<file path="src/rtl/cpu_exe_pkg.sv">
// rtl/cpu_exe_pkg.sv - shared execution-stage types and default sizes
// Holds writeback request layout and source index type used by exe_wb_arbiter.
`ifndef DataWidth
`define DataWidth 32
`endif

package cpu_exe_pkg;

   localparam int REQ_DEFAULT  = 4;
   localparam int TAG_DEFAULT  = 5;
   localparam int DATA_DEFAULT = `DataWidth;
   localparam int SRC_DEFAULT  = $clog2(REQ_DEFAULT);

   typedef logic [SRC_DEFAULT-1:0] SrcIdx_t;

   typedef struct packed {
      logic [TAG_DEFAULT-1:0]  tag;
      logic [DATA_DEFAULT-1:0] data;
   } WbReq_t;

endpackage

</file>
<file path="src/rtl/wb_rr_pick.sv">
// rtl/wb_rr_pick.sv - combinational pointer-based request picker
// Searches from ptr upward, wrapping modulo REQ; ptr tied to 0 gives fixed priority.
module wb_rr_pick #(
   parameter int REQ = 4,
   parameter int SRC = $clog2(REQ)
) (
   input  logic [REQ-1:0] req,
   input  logic [SRC-1:0] ptr,
   output logic [REQ-1:0] grant,
   output logic [SRC-1:0] idx,
   output logic           any
);

   localparam int SW = SRC + 1;

   logic [SW-1:0]  sum;
   logic [SRC-1:0] k;

   always_comb begin
      grant = '0;
      idx   = '0;
      any   = 1'b0;
      sum   = '0;
      k     = '0;
      for (int i = 0; i < REQ; i++) begin
         // one extra bit so ptr+i can exceed REQ-1 before the wrap
         sum = {1'b0, ptr} + SW'(i);
         if (sum >= SW'(REQ)) begin
            sum = sum - SW'(REQ);
         end
         k = sum[SRC-1:0];
         if (!any && req[k]) begin
            any      = 1'b1;
            grant[k] = 1'b1;
            idx      = k;
         end
      end
   end

endmodule

</file>
<file path="src/rtl/exe_wb_arbiter.sv">
// rtl/exe_wb_arbiter.sv - execution-unit to writeback bus arbiter with one output register
// WB_ARB_RR_EN selects round-robin priority; undefined gives fixed lowest-index priority.
module exe_wb_arbiter
   import cpu_exe_pkg::*;
#(
   parameter int REQ  = REQ_DEFAULT,
   parameter int DATA = DATA_DEFAULT,
   parameter int TAG  = TAG_DEFAULT,
   parameter int SRC  = $clog2(REQ)
) (
   input  logic                     clk,
   input  logic                     reset,
   input  logic                     flush,
   input  logic [REQ-1:0]           req_valid,
   input  logic [REQ-1:0][TAG-1:0]  req_tag,
   input  logic [REQ-1:0][DATA-1:0] req_data,
   output logic [REQ-1:0]           req_ready,
   output logic                     wb_valid,
   output logic [TAG-1:0]           wb_tag,
   output logic [DATA-1:0]          wb_data,
   output logic [SRC-1:0]           wb_src,
   input  logic                     wb_ready
);

   logic           load;
   logic [SRC-1:0] ptr;
   logic [REQ-1:0] pick_grant;
   logic [SRC-1:0] pick_idx;
   logic           pick_any;

   // the output slot is free when empty or being drained this cycle
   assign load = !flush && (!wb_valid || wb_ready);

   wb_rr_pick #(
      .REQ (REQ),
      .SRC (SRC)
   ) u_pick (
      .req   (req_valid),
      .ptr   (ptr),
      .grant (pick_grant),
      .idx   (pick_idx),
      .any   (pick_any)
   );

`ifdef WB_ARB_RR_EN
   always_ff @(posedge clk or posedge reset) begin
      if (reset) begin
         ptr <= '0;
      end else if (load && pick_any) begin
         ptr <= (pick_idx == SRC'(REQ - 1)) ? '0 : pick_idx + SRC'(1);
      end
   end
`else
   assign ptr = '0;
`endif

   assign req_ready = load ? pick_grant : '0;

   always_ff @(posedge clk or posedge reset) begin
      if (reset) begin
         wb_valid <= 1'b0;
         wb_tag   <= '0;
         wb_data  <= '0;
         wb_src   <= '0;
      end else if (flush) begin
         wb_valid <= 1'b0;
      end else if (load) begin
         wb_valid <= pick_any;
         if (pick_any) begin
            wb_tag  <= req_tag[pick_idx];
            wb_data <= req_data[pick_idx];
            wb_src  <= pick_idx;
         end
      end
   end

endmodule

</file>
<file path="config.mk">
export PLATFORM = sky130hd
export DESIGN_NAME = exe_wb_arbiter
export DESIGN_NICKNAME = d
export VERILOG_FILES = /design/src/rtl/cpu_exe_pkg.sv /design/src/rtl/wb_rr_pick.sv /design/src/rtl/exe_wb_arbiter.sv
export SDC_FILE = /design/constraint.sdc
export NUM_CORES = 1
export LEC_CHECK = 0
export BUFFER_PORTS_ARGS = -buffer_cell sky130_fd_sc_hd__buf_2
export CORE_MARGIN = 5
export CORE_UTILIZATION = 45
export CTS_BUF_LIST = sky130_fd_sc_hd__clkbuf_8
export CTS_CLUSTER_DIAMETER = 200
export DETAILED_ROUTE_END_ITERATION = 8
export GPL_TIMING_DRIVEN = 0
export PLACE_DENSITY = 0.95
export RECOVER_POWER = 100
export SLEW_MARGIN = 20
export SYNTH_ARGS = -nofsm -noshare
export SYNTH_HDL_FRONTEND = slang
export SYNTH_SLANG_ARGS = --single-unit
</file>
<file path="constraint.sdc">
create_clock -name clk -period 2.3 [get_ports clk]
set_clock_uncertainty 0.1 [all_clocks]
set_input_delay 0.46 -clock clk [delete_from_list [all_inputs] [get_ports clk]]
set_output_delay 0.46 -clock clk [all_outputs]
set_load 0.02 [all_outputs]
</file>
; Word level (Yosys, flattened, before mapping)
; Index checks and enable logic that the tools add are counted.
[totals]
register_bits = 40
latch_bits = 0
ram_bits = 0
mem_bits_ro = 0
inputBits = 156
out_inout_bits = 44
elab_cells = 36
mem_count = 0
[op_classes]
n_addsub = 0
multipliers = 0
n_div = 0
magnitude_cmp = 1
n_eq_ne = 0
shifts = 0
n_mux = 18
bitwise = 1
reduce_logical = 12
[op_table]
columns = operator, count
row1 = 32-bit binary-select mux with 2-bit select, 1
row2 = 32-bit 2-to-1 mux, 1
row3 = 5-bit binary-select mux with 2-bit select, 1
row4 = 1-bit 2-to-1 mux, 8
row5 = 4-bit 2-to-1 mux, 2
row6 = 2-bit 2-to-1 mux, 3
row7 = 1-bit logical NOT, 5
row8 = 5-bit 2-to-1 mux, 1
row9 = 1-bit logical AND, 4
row10 = 2-bit by 3-bit less-than comparator with 1-bit output (second input constant), 1
row11 = 3-bit 2-to-1 mux, 1
row12 = 3-bit AND reduction, 1
row13 = 2-bit nonzero test, 1
row14 = 1-bit logical OR, 1
row15 = 1-bit NOT, 1

; Depth between registers and ports, before layout
[depth]
word_depth = 12
depth_mapped = 7
ltp_nobuf = 4

; Modules after synthesis
; From an unflattened synthesis, not the netlist that was laid out.
[hier_totals]
hier_cells = 184
area_unflattened_um2 = 2919.0
[modules_own_cells]
columns = mod, n_inst, cells_per_inst, area_each_um2
row1 = exe_wb_arbiter, 1, 139, 2497.4
row2 = wb_rr_pick, 1, 45, 421.7

; Worst setup path after synthesis
; Ideal clock, no wire load.
[synth_timing]
path_type = input -> output
startpoint = in req_valid[0]
endpoint = out req_ready[3]
arrival_time_ps = 1394
required_ps = 1740
setup_slack_ps = 346
stages = 3
path_buffers = 1
path_cell_list = buf_6 > or2_2 > nor3b_1
[synth_between]
elab_chain_len = 11
[synth_rtl]
columns = item, line
row1 = start: declaration, exe_wb_arbiter.sv:14  ; input logic [REQ-1:0] req_valid,
row2 = 1-bit 2-to-1 mux *, wb_rr_pick.sv:32  ; if (!any && req[k]) begin
row3 = 1-bit logical NOT, wb_rr_pick.sv:32
row4 = 1-bit logical AND, wb_rr_pick.sv:32
row5 = 1-bit 2-to-1 mux *, wb_rr_pick.sv:32
row6 = 1-bit logical NOT, wb_rr_pick.sv:32
row7 = 1-bit logical AND, wb_rr_pick.sv:32
row8 = 1-bit 2-to-1 mux *, wb_rr_pick.sv:32
row9 = 1-bit logical NOT *, wb_rr_pick.sv:32
row10 = 1-bit logical AND *, wb_rr_pick.sv:32
row11 = 4-bit 2-to-1 mux *, wb_rr_pick.sv:32
row12 = 4-bit 2-to-1 mux *, exe_wb_arbiter.sv:57  ; assign req_ready = load ? pick_grant : '0;
row13 = end: declaration, exe_wb_arbiter.sv:17  ; output logic [REQ-1:0] req_ready,
; Mark *: on every way between the ends. The rest lies on a longest branch, timed or not.

; Worst setup path in the final report
[layout_timing]
startpoint = in req_valid[1]
endpoint = out req_ready[1]
[layout_between]
elab_chain_len = 5
[layout_rtl]
columns = item, line
row1 = 1-bit logical AND, wb_rr_pick.sv:32
row2 = 2-bit 2-to-1 mux, wb_rr_pick.sv:32
row3 = 3-bit 2-to-1 mux, wb_rr_pick.sv:32
row4 = 4-bit 2-to-1 mux, wb_rr_pick.sv:32
row5 = 4-bit 2-to-1 mux, exe_wb_arbiter.sv:57
; No other way between the ends.

==> impl_metrics.env <==
export IMPL_status="finished clean"
export IMPL_syn_to_final_growth_pct=40.6
export IMPL_period_needed_ns=2.16
export IMPL_synth_seq_cells=40
export IMPL_max_slew_margin_rel_pct=21.0
export IMPL_cts_root_buf="sky130_fd_sc_hd__clkbuf_8"
export IMPL_post_route_drc_count=0
export IMPL_number_of_global_route_vias_before_repair=3564
export IMPL_synth_nets=533
export IMPL_finalWorstSetupSlack_ns=0.135
export IMPL_drt_pass1_iterations=5
export IMPL_worst_setup_path_start_kind="primary input"
export IMPL_synthesis_area_um2=2720
export IMPL_number_of_buffers_and_inverters_on_the_critical_path=4
export IMPL_critical_path_top_delay_family="buffers and inverters"
export IMPL_timing_fmax_mhz=462
export IMPL_pwr_share_clk_pct=23.6
export IMPL_place_port_buffers=198
export IMPL_maxCapViolCount=0
export IMPL_required_ns=1.74
export IMPL_drtIter0Drc=119
export IMPL_initial_utilization_pct=46.2
export IMPL_synth_main_ff_cell="sky130_fd_sc_hd__dfrtp_1"
export IMPL_fp_dieArea_um2=7700
export IMPL_drive_above_1_share_pct=30.9
export IMPL_preCtsSetupSlack_ns=0.0937
export IMPL_crit_path_top_delay_cell="sky130_fd_sc_hd__clkbuf_2"
export IMPL_via_count=3578
export IMPL_clkSinkCount=40
export IMPL_cellLeakagePower_nw=2.00
export IMPL_period_share_pct=94.1
export IMPL_postLayoutCoreUtil_pct=65.0
export IMPL_startpoint_to_endpoint_class_of_the_critical_path="primary input to output pin"
export IMPL_synthTopCellsByArea="sky130_fd_sc_hd__dfrtp_1 (37%), sky130_fd_sc_hd__a21oi_1 (12%), sky130_fd_sc_hd__o21ai_0 (12%)"
export IMPL_stdcell_area_um2=3830
export IMPL_synth_seq_area_share_pct=36.8
export IMPL_cts_max_level=2
export IMPL_grt_max_degree=22
export IMPL_floorplan_core_area_um2=5890
export IMPL_synth_cell_types=26
export IMPL_sequential_power_share_pct=40.5
export IMPL_cts_tree="done"
export IMPL_timing_setup_tns_ns=0
export IMPL_fp_dieW_um=87.8
export IMPL_place_congestion=0.826
export IMPL_number_of_synthesized_flops_with_an_enable_pin=0
export IMPL_clk_pin_slew_worst_paths_ns=0.08
export IMPL_synthDominantCellAreaShare_pct=36.8
export IMPL_intPower_mw=1.37
export IMPL_yosysWarningCount=0
export IMPL_synth_avg_cell_area_um2=7.22
export IMPL_capturing_element_type_of_the_critical_path="output pin"
export IMPL_p_sw_share_pct=36.8
export IMPL_postRouteWirelength_um=10600
export IMPL_timing_critical_path_slowest_cell_delay_ns=0.26
export IMPL_dpl_cell_area_um2=3830
export IMPL_dpl_hpwl_um=8270
export IMPL_yosys_cell_count_top_type="sky130_fd_sc_hd__nand2_1"
export IMPL_rsz0062_at_grt="no"
export IMPL_switchingPower_mw=0.799
export IMPL_min_path_type="primary input to async pin"
export IMPL_place_detailed_instances=651
export IMPL_wl_per_cell_um=16.1
export IMPL_final_hold_viol_count=0
export IMPL_path_cells="buf_2 -> nor2b_1 -> clkbuf_4 -> clkbuf_2 -> nor2b_1 -> buf_2"
export IMPL_pin_count=200
export IMPL_power_ir_vdd_worst_v=0.000315
export IMPL_measured_slew_at_the_worst_slew_check_pin_ns=1.19
export IMPL_grt_pass1_wl_um=16200
export IMPL_critical_path_max_fanout=10
export IMPL_finalNetCount=738
export IMPL_route_antenna_remaining_nets=0
export IMPL_combinationalPowerShare_pct=36.0
export IMPL_setup_viol=0
export IMPL_hold_buffers=0
export IMPL_floorplan_rows=28
export IMPL_via_per_inst=5.45
export IMPL_instances_no_fill=657
export IMPL_crit_arrival_ns=1.60
export IMPL_synth_largest_area_cell="sky130_fd_sc_hd__dfrtp_1"
export IMPL_n_fill_cell=557
export IMPL_diodes=0
export IMPL_number_of_antenna_violations_at_the_first_check_in_global_routing=0
export IMPL_worst_skew_pair_late_latency_ns=0.29
export IMPL_grtUsageTotal_pct=26.8
export IMPL_yosys_top_cells_count="sky130_fd_sc_hd__nand2_1 (72), sky130_fd_sc_hd__a21oi_1 (65), sky130_fd_sc_hd__o21ai_0 (63), sky130_fd_sc_hd__dfrtp_1 (40), sky130_fd_sc_hd__nor2_1 (35)"
export IMPL_syn_inst=377
export IMPL_number_of_clock_buffers_inserted_by_tritoncts=5
export IMPL_globalRouteOverflowTotal=0
export IMPL_power_per_cell_area_nw_per_um2=568
export IMPL_ys_async_sr_fraction_pct=100
export IMPL_floorplan_die_height_um=87.8
export IMPL_clock_path_buffers=2
export IMPL_finalMaxSlewViolations=0
worst reg2reg max path, delay by kind of cell, from the launching register on:
kind,cells,cell delay (ns)
buf+inv,2,0.37
compound gates,1,0.21
flops,1,0.42
simple gates,3,0.55
per-stage QoR:
step	power [mW]	hold WS, ns
final	2.17	0.187
after global routing	2.30	0.250
after CTS	2.22	0.0953
after detailed placement	1.71	0.366
after global placement	1.67	0.361
after floorplan	1.35	0.423
area by class of cell:
cell class              count  area (µm²)  share of cell area [%]
well taps                  75        93.8                    2.45
inverters                   4        15.0                   0.392
flip-flops and latches     40        1000                    26.2
clock buffers               7        96.3                    2.52
plain buffers              34         158                    4.12
multi-input cells         298        1520                    39.7
repair buffers            199         942                    24.6
timing repair:
| item | CTS | global route |
|---|---|---|
| endpoints found under the setup margin | 0 | 2 |
| resized for setup | 0 | 1 |
| setup buffers | 0 | 0 |
final timing paths:
check                                   from      endpoint  slack [ns]  cells past startpoint
max in group asynchronous              reset   wb_data[28]        0.38                      3
worst min-delay path                   reset   wb_data[10]        0.19                      2
min in group clk                       flush      wb_valid        0.26                      2
worst max register to register      wb_valid     wb_tag[1]        0.56                      6
worst max-delay path            req_valid[1]  req_ready[1]        0.14                      6
worst min register to register     wb_src[1]     wb_src[1]        0.39                      2
power groups by stage:
stage	combinational, mW	clock (mW)	sequential, mW
floorplan	0.325	0	1.02
global route	0.861	0.549	0.891
finish	0.781	0.512	0.879
global placement	0.794	0	0.880
CTS	0.825	0.520	0.874
detailed placement	0.823	0	0.886
registers in the layout, summed over array words and instances, names as in the netlist:
signal	flops
wb_data	32
wb_src	2
wb_tag	5
wb_valid	1
cell families (layout without fill, tap and decap cells):
group                  count (synthesis)  after routing  share of synthesized area, %
DFF                                   40             40                          36.8
muxes                                  5              5                          1.84
and+or+nand+nor                      117            117                          17.6
buffers and inverters                 39            244                          6.80
AOI/OAI and AO/OA                    176            176                          37.0
per-layer routing:
metal	global-route usage [%]	up-vias	wire [µm]
met4	10.5	0	309
met3	6.59	31	1110
met2	47.1	218	5160
met1	31.3	1616	4000
li1	-	1713	-
met5	0	-	0
cell usage in the layout, fill, tap and decap left out, drive strengths merged:
| cell | count |
|---|---|
| a211o | 1 |
| a211oi | 1 |
| a21o | 32 |
| a21oi | 65 |
| a22oi | 5 |
| buf | 167 |
| clkbuf | 73 |
| dfrtp | 40 |
| inv | 4 |
| mux2i | 5 |
| nand2 | 72 |
| nand2b | 2 |
| nor2 | 35 |
| nor2b | 3 |
| nor3 | 1 |
| nor3b | 1 |
| nor4 | 1 |
| o21ai | 66 |
| o21bai | 1 |
| o221ai | 5 |
| or2 | 1 |
| or3 | 1 |
Power figures use the tool's default switching activity.
